<file path="src/rtl/maple_rx.sv">
// maple_rx - Maple bus frame receiver/decoder.
//
// Watches the selected port's pin1 (SDCKA) and pin5 (SDCKB) levels. It
// recognises the start pattern (pin1 low, four pin5 falls, pin1 high). It
// decodes the alternating-phase data bits into bytes:
//   - phase A clocks on a pin1 fall and takes pin5 as the data bit;
//   - phase B clocks on a pin5 fall and takes pin1 as the data bit.
// It recognises the end pattern (pin5 low, two pin1 falls, pin5 high).
//
// Ports:
//   clk          system clock
//   rst_n        synchronous active-low reset
//   enable       1 = receive, 0 = hold in IDLE (local side is transmitting)
//   in_p1/in_p5  raw asynchronous pin1/pin5 levels
//   rx_data      last completed byte (MSB first on the wire), held until the next
//   rx_valid     1-cycle pulse when rx_data is updated
//   frame_start  1-cycle pulse on a valid start pattern
//   frame_end    1-cycle pulse on a valid end pattern at a byte boundary
//   frame_error  1-cycle pulse on a framing violation or an in-frame timeout
//   busy         receiver is not in IDLE
//
// Pipeline: SYNC_STAGES synchronizer flops, then one edge-detect register,
// then the FSM register. A raw wire edge therefore reaches a pulse output
// SYNC_STAGES+2 cycles later.
module maple_rx #(
  parameter int SYNC_STAGES    = 2,
  parameter int TIMEOUT_CYCLES = 4096,
  parameter int TMO_W          = 13
) (
  input  logic       clk,
  input  logic       rst_n,
  input  logic       enable,
  input  logic       in_p1,
  input  logic       in_p5,
  output logic [7:0] rx_data,
  output logic       rx_valid,
  output logic       frame_start,
  output logic       frame_end,
  output logic       frame_error,
  output logic       busy
);

  typedef enum logic [1:0] {
    S_IDLE,
    S_START,
    S_DATA,
    S_END
  } state_t;

  localparam logic [TMO_W-1:0] TMO_LAST = TMO_W'(TIMEOUT_CYCLES - 1);
  localparam logic [TMO_W-1:0] TMO_ONE  = TMO_W'(1);

  // Synchronizers. They reset to 1 because the idle bus is high.
  logic [SYNC_STAGES-1:0] sync1_reg, sync5_reg;
  logic a1, a5;

  always_ff @(posedge clk) begin
    if (!rst_n) begin
      sync1_reg <= '1;
      sync5_reg <= '1;
    end else begin
      sync1_reg <= {sync1_reg[SYNC_STAGES-2:0], in_p1};
      sync5_reg <= {sync5_reg[SYNC_STAGES-2:0], in_p5};
    end
  end

  assign a1 = sync1_reg[SYNC_STAGES-1];
  assign a5 = sync5_reg[SYNC_STAGES-1];

  // Registered edge flags. Each flag is captured together with both line
  // levels from the same cycle, so the FSM always sees a coherent snapshot.
  logic a1_prev_reg, a5_prev_reg;
  logic fall1_reg, fall5_reg, rise1_reg, rise5_reg;
  logic lvl1_reg, lvl5_reg;

  always_ff @(posedge clk) begin
    if (!rst_n) begin
      a1_prev_reg <= 1'b1;
      a5_prev_reg <= 1'b1;
      fall1_reg   <= 1'b0;
      fall5_reg   <= 1'b0;
      rise1_reg   <= 1'b0;
      rise5_reg   <= 1'b0;
      lvl1_reg    <= 1'b1;
      lvl5_reg    <= 1'b1;
    end else begin
      a1_prev_reg <= a1;
      a5_prev_reg <= a5;
      fall1_reg   <= a1_prev_reg & ~a1;
      fall5_reg   <= a5_prev_reg & ~a5;
      rise1_reg   <= ~a1_prev_reg & a1;
      rise5_reg   <= ~a5_prev_reg & a5;
      lvl1_reg    <= a1;
      lvl5_reg    <= a5;
    end
  end

  logic any_edge;
  assign any_edge = fall1_reg | fall5_reg | rise1_reg | rise5_reg;

  // Receiver FSM and datapath.
  state_t           state_reg;
  logic [2:0]       pcnt_reg;     // pin5 falls seen in START (saturates at 7)
  logic [1:0]       ecnt_reg;     // pin1 falls seen in END (saturates at 3)
  logic [2:0]       bitcnt_reg;   // bits in the current byte; wraps 7->0
  logic             expect_b_reg; // 0: next bit is phase A, 1: phase B
  logic [7:0]       shift_reg;
  logic [TMO_W-1:0] tmo_reg;

  // The data line for the expected phase, appended to the shift register.
  logic       data_bit;
  logic [7:0] shifted;
  assign data_bit = expect_b_reg ? lvl1_reg : lvl5_reg;
  assign shifted  = {shift_reg[6:0], data_bit};

  always_ff @(posedge clk) begin
    if (!rst_n) begin
      state_reg    <= S_IDLE;
      pcnt_reg     <= '0;
      ecnt_reg     <= '0;
      bitcnt_reg   <= '0;
      expect_b_reg <= 1'b0;
      shift_reg    <= '0;
      tmo_reg      <= '0;
      rx_data      <= '0;
      rx_valid     <= 1'b0;
      frame_start  <= 1'b0;
      frame_end    <= 1'b0;
      frame_error  <= 1'b0;
    end else begin
      rx_valid    <= 1'b0;
      frame_start <= 1'b0;
      frame_end   <= 1'b0;
      frame_error <= 1'b0;

      if (!enable) begin
        // The local side owns the bus. Drop any frame without reporting it.
        state_reg <= S_IDLE;
        tmo_reg   <= '0;
      end else begin
        if (state_reg == S_IDLE || any_edge) begin
          tmo_reg <= '0;
        end else begin
          tmo_reg <= tmo_reg + TMO_ONE;
        end

        // A timeout can only fire in a cycle with no edge, so it never
        // competes with a decoded event.
        if (state_reg != S_IDLE && !any_edge && tmo_reg == TMO_LAST) begin
          frame_error <= 1'b1;
          state_reg   <= S_IDLE;
        end else begin
          case (state_reg)
            S_IDLE: begin
              if (fall1_reg && lvl5_reg) begin
                state_reg <= S_START;
                pcnt_reg  <= '0;
              end
            end

            S_START: begin
              if (rise1_reg) begin
                if (pcnt_reg == 3'd4) begin
                  state_reg    <= S_DATA;
                  frame_start  <= 1'b1;
                  bitcnt_reg   <= '0;
                  expect_b_reg <= 1'b0;
                end else begin
                  frame_error <= 1'b1;
                  state_reg   <= S_IDLE;
                end
              end else if (fall5_reg && pcnt_reg != 3'd7) begin
                pcnt_reg <= pcnt_reg + 3'd1;
              end
            end

            S_DATA: begin
              if (fall1_reg && fall5_reg) begin
                frame_error <= 1'b1;
                state_reg   <= S_IDLE;
              end else if ((fall1_reg && !expect_b_reg) ||
                           (fall5_reg && expect_b_reg)) begin
                shift_reg    <= shifted;
                bitcnt_reg   <= bitcnt_reg + 3'd1;
                expect_b_reg <= ~expect_b_reg;
                if (bitcnt_reg == 3'd7) begin
                  rx_data  <= shifted;
                  rx_valid <= 1'b1;
                end
              end else if (fall5_reg) begin
                // pin5 falls while phase A is expected. This is an end
                // marker only on a byte boundary with pin1 high.
                if (bitcnt_reg == 3'd0 && lvl1_reg) begin
                  state_reg <= S_END;
                  ecnt_reg  <= '0;
                end else begin
                  frame_error <= 1'b1;
                  state_reg   <= S_IDLE;
                end
              end else if (fall1_reg) begin
                // pin1 falls while phase B is expected: the phases are out of order.
                frame_error <= 1'b1;
                state_reg   <= S_IDLE;
              end
            end

            S_END: begin
              if (rise5_reg) begin
                if (ecnt_reg == 2'd2) begin
                  frame_end <= 1'b1;
                end else begin
                  frame_error <= 1'b1;
                end
                state_reg <= S_IDLE;
              end else if (fall1_reg && ecnt_reg != 2'd3) begin
                ecnt_reg <= ecnt_reg + 2'd1;
              end
            end

            default: state_reg <= S_IDLE;
          endcase
        end
      end
    end
  end

  assign busy = (state_reg != S_IDLE);

endmodule

</file>
<file path="config.mk">
export PLATFORM = sky130hd
export DESIGN_NAME = maple_rx
export DESIGN_NICKNAME = d
export VERILOG_FILES = /design/src/rtl/maple_rx.sv
export SDC_FILE = /design/constraint.sdc
export NUM_CORES = 1
export LEC_CHECK = 0
export ABC_CLOCK_PERIOD_IN_PS = 2220
export BUFFER_PORTS_ARGS = -buffer_cell sky130_fd_sc_hd__buf_4
export CAP_MARGIN = 25
export CORE_ASPECT_RATIO = 1.25
export CORE_MARGIN = 4
export CORE_UTILIZATION = 59
export CTS_CLUSTER_SIZE = 10
export DETAILED_ROUTE_END_ITERATION = 16
export HOLD_SLACK_MARGIN = 0.05
export PLACE_DENSITY = 0.8
export SETUP_SLACK_MARGIN = 0.02
export SLEW_MARGIN = 5
export SYNTH_ARGS = -nofsm -noshare
export SYNTH_HDL_FRONTEND = slang
export SYNTH_SLANG_ARGS = --single-unit
export TNS_END_PERCENT = 10
</file>
<file path="constraint.sdc">
create_clock -name clk -period 2.22 [get_ports clk]
set_input_delay 0.111 -clock clk [delete_from_list [all_inputs] [get_ports clk]]
set_output_delay 0.111 -clock clk [all_outputs]
set_load 0.02 [all_outputs]
</file>
==> results.cfg, run 1 <==
[cts]
clockRootBuffer = clkbuf_8
cts_buffers = 5
clk_latency_ns = 0.30
cts.clk_slew.worst_paths_ns = 0.09
clockBufferDepth = 2
htree_num_levels = 2
cts_setup_buffers = 0
cts_tree = yes
clock_sinks = 53

[sta]
tns_ns = 0
slew_viol_final = 0
setup_viol = 0
max_slew_margin = 0.642
rsz0062_at_grt = false
period_share = 0.846
worstMarginPinSlew_ns = 0.535
fmax_mhz = 533
min_period_ns = 1.88
worst_slack_ns = 0.342
clock-skew-final_ns = 0.00409
hold_viol = 0

[logic_synthesis]
synth-main-ff-cell = dfxtp_1
ys_warn_count = 0
synthesis.nets = 279
synth_seq_cells = 53
synth_cells = 265
synth_edf_count = 0
postSynthAreaPerCell_um2 = 9.21
ys_seq_area_frac = 0.435
ys_async_sr_fraction = 0
synth_area_um2 = 2440
synth_cell_types = 45

[global_routing]
grt_max_degree = 47
grt_usage = 0.177
grt_busiest_layer = met2
antenna_found_initial = 0
grt_pass1_vias = 1644
use_met1 = 0.222
met2_usage = 0.292
use_met3 = 0.0394
overflow = 0
grt_pass1_wl_mm = 7.37

[setup_path]
path_max_fanout = 15
cp_top_family = flip-flops
cp_data_arrival_time_ns = 2.12
path_cells = nor2b_1 > nand4_1 > a21oi_1 > mux2i_1
crit_cells = 4
cp_data_required_time_ns = 2.46
cpMaxStageDelayCell = dfxtp_1
cpPeakStageDelay_ns = 0.58
cp-end-kind = register
crit_buf_inv = 0
start_kind = register
crit_type = reg2reg
worst-r2r-cell-count = 4

[drt]
vias = 1783
avgRoutedWirePerCell_um = 12.2
finalWirelength_mm = 4.11
viasPerCell = 5.31
drc = 0
drtIter0Drc = 136
dr.pass1.iters = 5
ant_nets = 0

[pwr]
combPwrFrac = 0.029
power_density_nw_per_um2 = 612
p_switching_uw = 347
power_frac_clock = 0.392
p_int_uw = 1320
worst_ir_drop_vdd_mv = 0.534
pwr-share-seq = 0.579
p_leak_uw = 0.000956
switching_share = 0.208

[die]
dieArea_um2 = 5240
die_w_um = 65.5
dieHeight_um = 79.9
core_um2 = 3880
start_util = 0.629
ioPinCount = 18
num_rows = 25

[min_path]
hold_path_class = in2reg
whs_path_depth = 3

[final_layout]
syn2layout_area_growth_pct = 11.4
nets = 295
drive_above_1_share = 0.131
fill_cells = 338
n_antenna_cell = 0
largest_register_ffs = 13

[placed_design]
pre_cts_slack_ns = 0.356
port_buffers = 17
gp_congestion = 0.841
hpwl_mm = 2.90

[outcome]
outcome = finished clean

[flow_run]
drv_cap = 0
-- tightest hold or removal path, delay by kind of cell --
kind,cells,cell delay (ns)
AND/OR/NAND/NOR,1,0.06
buffers and inverters,1,0.15
AO/OA/AOI/OAI,1,0.03
-- power groups by stage --
stage / combinational [µW] / sequential [µW] / clock, µW
after floorplan: 36.8 / 981 / 0
after CTS: 49.0 / 963 / 669
final: 48.7 / 963 / 652
after global placement: 45.9 / 985 / 0
after global routing: 53.9 / 964 / 705
after detailed placement: 46.1 / 985 / 0
-- per-stage QoR --
| stage | util | total power [µW] | instances | hold slack, ns | instance area [µm²] |
|---|---|---|---|---|---|
| 2_1_floorplan | - | 1020 | 265 | 0.212 | 2440 |
| 3_3_place_gp | 0.666 | 1030 | 326 | 0.294 | 2580 |
| 3_5_place_dp | 0.666 | 1030 | 326 | 0.297 | 2580 |
| 4_1_cts | 0.701 | 1680 | 336 | 0.0793 | 2720 |
| 5_1_grt | 0.701 | 1720 | 336 | 0.0907 | 2720 |
| 6_report | 0.701 | 1660 | 336 | 0.0892 | 2720 |
-- cells by family after synthesis --
group | Yosys count | share of synthesized area
adders and majority gates | 9 | 0.0461
DFF | 53 | 0.435
AOI/OAI and AO/OA | 24 | 0.0707
buffers and inverters | 24 | 0.0492
and+or+nand+nor | 120 | 0.260
xor gates and xnor gates | 11 | 0.0395
muxes | 24 | 0.0994
-- placed cells by master, fill, tap and decap left out, drive strengths merged, types with 9 or more instances in the layout --
| cell | count |
|---|---|
| buf | 21 |
| dfxtp | 53 |
| ha | 9 |
| inv | 10 |
| mux2i | 22 |
| nand2 | 37 |
| nand2b | 11 |
| nand3 | 13 |
| nor2 | 20 |
| nor2b | 10 |
-- worst paths after layout --
path,to,slack [ns],from
setup reg to reg,bitcnt_reg[0],0.34,state_reg[0]
setup / recovery,bitcnt_reg[0],0.34,state_reg[0]
hold / removal,frame_error,0.09,enable
hold reg to reg,sync5_reg[1],0.42,sync5_reg[0]
-- metal layers --
metal  share of wire  wire, µm  up-vias
met1            0.46      1890      812
li1                -         -      925
met3           0.036       146        9
met2            0.48      1990       37
met5               0         0        -
met4           0.022        89        0
-- cell type report --
type | instances | area, µm² | area share
clock buffers | 5 | 68.8 | 0.0253
clock inverters | 3 | 46.3 | 0.0170
inverters | 10 | 37.5 | 0.0138
multi-input cells | 188 | 1260 | 0.463
flip-flops and latches | 53 | 1060 | 0.390
well taps | 54 | 67.6 | 0.0249
repair buffers | 23 | 178 | 0.0653
-- synth_stat cells, types with 7 or more instances --
cell type / count / area, µm²
dfxtp_1: 53 / 1060
nand2_1: 36 / 135
mux2i_1: 22 / 220
nor2_1: 20 / 75.1
nand3_1: 13 / 65.1
nand2b_1: 11 / 68.8
inv_1: 10 / 37.5
nor2b_1: 10 / 62.6
ha_1: 9 / 113
clkbuf_1: 7 / 26.3
-- repair_timing --
| item | in CTS | in global routing |
|---|---|---|
| hold buffers | 2 | 0 |
| resized for setup | 0 | 0 |
| hold endpoints to repair | 2 | 0 |
(Power assumes the default switching activity.)
==> run 2, diff against run 1 <==
- ABC_CLOCK_PERIOD_IN_PS: 2220 -> 1500
- CORE_UTILIZATION: 59 -> 53
- PLACE_DENSITY: 0.8 -> 0.76
- clock period: 2.22 -> 1.5 ns (I/O delays scaled with it)
==> run 2 against run 1 <==
  * Highest routed layer unchanged
  * Utilization shrank 2.2 points
  * The flow now finishes with violations (negative setup slack)
  * Critical path depth increased by 1
  * Cell area rose by 11%
  * Largest cell class unchanged
==> results.cfg, run 2 (synthesis gave the netlist of run 1 again) <==
[outcome]
outcome = finished, violations left
violations = negative setup slack

[setup_path]
crit_type = reg2reg
start_kind = register
cpMaxStageDelayCell = or4_1
path_cells = ha_4 > nand4_1 > or2_1 > or4_1 > a31oi_1
cp_data_arrival_time_ns = 1.76
cpPeakStageDelay_ns = 0.46
cp-end-kind = register
path_max_fanout = 3
cp_data_required_time_ns = 1.74

[die]
ioPinCount = 18
die_w_um = 68.7
dieHeight_um = 83.9
core_um2 = 4430
dieArea_um2 = 5760
start_util = 0.552
num_rows = 27

[cts]
clk_latency_ns = 0.31
cts_tree = yes
clock_sinks = 53
clockRootBuffer = clkbuf_8
cts_setup_buffers = 0
cts.clk_slew.worst_paths_ns = 0.09
htree_num_levels = 2
cts_buffers = 5
clockBufferDepth = 2

[drt]
drtIter0Drc = 67
dr.pass1.iters = 4
drc = 0
ant_nets = 0
vias = 1865
viasPerCell = 5.03
finalWirelength_mm = 4.63
avgRoutedWirePerCell_um = 12.5

[sta]
setup_viol = 4
fmax_mhz = 658
min_period_ns = 1.52
worstMarginPinSlew_ns = 0.420
worst_slack_ns = -0.0197
hold_viol = 0
rsz0062_at_grt = true
max_slew_margin = 0.720
period_share = 1.01
hold_slack_ns = 0.157
slew_viol_final = 0
clock-skew-final_ns = 0.00614

[final_layout]
largest_register_ffs = 13
design_area_um2 = 3010
syn2layout_area_growth_pct = 23.2
fill_cells = 372
n_antenna_cell = 0
seqCellArea_um2 = 1070
layout_common_cells = buf_4 (50), dfxtp_1 (43), nand2_1 (36)
multi_input_area_um2 = 1310
drive_above_1_share = 0.275
nets = 326
final_common_cell = buf_4

[min_path]
hold_path_class = in2reg

[global_routing]
antenna_found_initial = 0
grt_pass1_vias = 1841
grt_pass1_wl_mm = 8.03
grt_max_degree = 48
grt_usage = 0.178
overflow = 0

[pwr]
worst_ir_drop_vdd_mv = 0.703
power_density_nw_per_um2 = 793
power_uw = 2380
p_leak_uw = 0.00112

[placed_design]
hpwl_mm = 3.36
port_buffers = 17
gp_congestion = 0.832
placed_area_um2 = 2840

[flow_run]
drv_cap = 0
-- run 2: layer usage --
layer  share of wire  track usage  up-vias
met5               0            0        -
met4           0.020       0.0727        0
met3           0.023       0.0445        8
met2            0.51        0.294       20
met1            0.45        0.213      850
li1                -            -      987
-- run 2: worst paths after layout --
check | startpoint | end | slack, ns | depth (start not counted)
max | tmo_reg[1] | frame_error | -0.02 | 5
min | rst_n | sync1_reg[0] | 0.16 | 2
max reg2reg | tmo_reg[1] | frame_error | -0.02 | 5
min reg2reg | sync5_reg[0] | sync5_reg[1] | 0.42 | 1
-- run 2: area by class of cell --
cell class                      count  share of cell area
Multi-Input combinational cell    188               0.434
Timing Repair Buffer               54               0.139
Sequential cell                    53               0.357
Clock buffer                        7              0.0320
Inverter                           10              0.0125
Tap cell                           58              0.0241
Clock inverter                      1             0.00166
-- run 2: repair_timing --
item                       CTS  global route
resized for setup           10             8
hold buffers                 3             0
pin swaps                    5             4
setup endpoints to repair   20            27
hold endpoints to repair     3             0
-- run 2: worst max-delay path, delay by kind of cell, from the launching register on --
kind                       cells  cell delay [ns]
DFF                            1             0.36
and+or+nand+nor                3             0.82
AOI/OAI and AO/OA              1             0.14
adders and majority gates      1             0.14
-- run 2: stage by stage --
step | setup TNS, ns | cells | worst slack, ns | util
floorplan | -0.000504 | 265 | -0.000504 | -
global placement | -0.0615 | 360 | -0.0255 | 0.642
detailed placement | -1.08 | 360 | -0.132 | 0.642
CTS | -0.0508 | 371 | -0.0391 | 0.675
global route | -0.911 | 371 | -0.154 | 0.679
finish | -0.0305 | 371 | -0.0197 | 0.679
-- run 2: power by group --
group	switching [µW]	total, µW	internal [µW]
logic	42.4	82.7	40.3
clock network	461	879	418
registers	7.10	1420	1420
==> run 3, diff against run 2 <==
- CTS_CLUSTER_DIAMETER: unset -> 60
- PLACE_DENSITY: 0.76 -> 0.72
==> run 3 against run 2 <==
  * The flow still finishes with violations (negative setup slack)
  * Via count rose by 0.86%
  * Maximum frequency is 1.1% lower
  * Hold slack improved by 0.0052 ns
  * Register-to-register slack got worse by 0.02 ns
  * Wire length increased by 1.4%
  * Highest routed layer unchanged
  * First-iteration DRC count rose by 61%
==> results.cfg, run 3 (synthesis gave the netlist of run 1 again) <==
[global_routing]
grt_pass1_wl_mm = 7.87
grt_usage = 0.173
grt_pass1_vias = 1856
overflow = 0
grt_max_degree = 48
antenna_found_initial = 0

[die]
num_rows = 27
dieHeight_um = 83.9
dieArea_um2 = 5760
die_w_um = 68.7
ioPinCount = 18
core_um2 = 4430
start_util = 0.552

[final_layout]
drive_above_1_share = 0.298
final_common_cell = buf_4
finish.utilization = 0.692
nets = 329
fill_cells = 369
largest_register_ffs = 13
syn2layout_area_growth_pct = 25.5
n_antenna_cell = 0
layout_common_cells = buf_4 (53), dfxtp_1 (42), nand2_1 (36)

[drt]
finalWirelength_mm = 4.69
avgRoutedWirePerCell_um = 12.6
viasPerCell = 5.04
vias = 1881
drtIter0Drc = 108
drc = 0
ant_nets = 0
dr.pass1.iters = 4

[setup_path]
reg2reg_slack_ns = -0.04
worst-r2r-cell-count = 4
cp_data_required_time_ns = 1.73
cp-end-kind = register
crit_type = reg2reg
cp_data_arrival_time_ns = 1.77
path_max_fanout = 3
start_kind = register

[cts]
cts.clk_slew.worst_paths_ns = 0.09
cts_tree = yes
clock_sinks = 53
cts_buffers = 5
clk_latency_ns = 0.30
htree_num_levels = 2
clockBufferDepth = 2
clockRootBuffer = clkbuf_8

[sta]
clock-skew-final_ns = 0.00482
min_period_ns = 1.54
fmax_mhz = 651
worstMarginPinSlew_ns = 0.432
max_slew_margin = 0.712
hold_slack_ns = 0.162
period_share = 1.02
rsz0062_at_grt = true
worst_slack_ns = -0.0362
setup_viol = 2
hold_viol = 0
slew_viol_final = 0

[pwr]
p_leak_uw = 0.00114
worst_ir_drop_vdd_mv = 0.646
power_density_nw_per_um2 = 801

[min_path]
whs_path_depth = 2
hold_path_class = in2reg

[flow_run]
drv_cap = 0

[placed_design]
port_buffers = 17
hpwl_mm = 3.19
gp_congestion = 0.783

[outcome]
violations = negative setup slack
outcome = finished, violations left
run 3: layer usage:
layer | global-route usage | share of wire | up-vias
li1 | - | - | 990
met1 | 0.216 | 0.46 | 862
met2 | 0.290 | 0.51 | 27
met3 | 0.0445 | 0.029 | 2
met4 | 0.0426 | 0.0058 | 0
met5 | 0 | 0 | -
run 3: metrics by stage:
step / setup TNS (ns) / total power (µW) / instances / worst slack (ns) / cell area, µm²
after floorplan: -0.000504 / 1510 / 265 / -0.000504 / 2470
after global routing: -0.748 / 2540 / 373 / -0.145 / 3060
after CTS: -0.128 / 2470 / 372 / -0.0712 / 3000
after detailed placement: -0.659 / 1530 / 362 / -0.0781 / 2870
final: -0.0667 / 2460 / 373 / -0.0362 / 3060
after global placement: -0.352 / 1530 / 362 / -0.0412 / 2870
run 3: repair_timing:
| item | CTS | global route |
|---|---|---|
| resized for setup | 3 | 24 |
| hold endpoints to repair | 3 | 0 |
| gates cloned | 0 | 0 |
| pin swaps | 4 | 4 |
| setup endpoints to repair | 19 | 31 |
| hold buffers | 3 | 0 |
| buffers inserted | 0 | 1 |
run 3: layout make-up:
| cell class | count | area (µm²) | share of cell area |
|---|---|---|---|
| multi-input combinational | 188 | 1330 | 0.433 |
| sequential | 53 | 1070 | 0.351 |
| timing repair buffer | 57 | 448 | 0.146 |
| tap | 58 | 72.6 | 0.0237 |
| clock buffer | 5 | 68.8 | 0.0225 |
| inverter | 10 | 37.5 | 0.0122 |
| clock inverter | 2 | 35.0 | 0.0114 |
run 3: critical path, cell delays in order (launching register included):
cell	delay [ns]
dfxtp_1	0.37
nor4_4	0.33
nand2_2	0.11
or4_1	0.52
a31oi_1	0.13
run 3: final timing paths:
path	end	start
max	frame_error	rise5_reg
min	sync1_reg[0]	rst_n
max reg2reg	frame_error	rise5_reg
min reg2reg	sync1_reg[1]	sync1_reg[0]
run 3: power breakdown:
part | leakage (µW) | total [µW] | internal [µW] | switching, µW
combinational | 0.000653 | 86.6 | 41.6 | 45.0
sequential | 0.000434 | 1420 | 1420 | 6.64
clock | 0.0000540 | 947 | 486 | 461
total | 0.00114 | 2460 | 1940 | 513
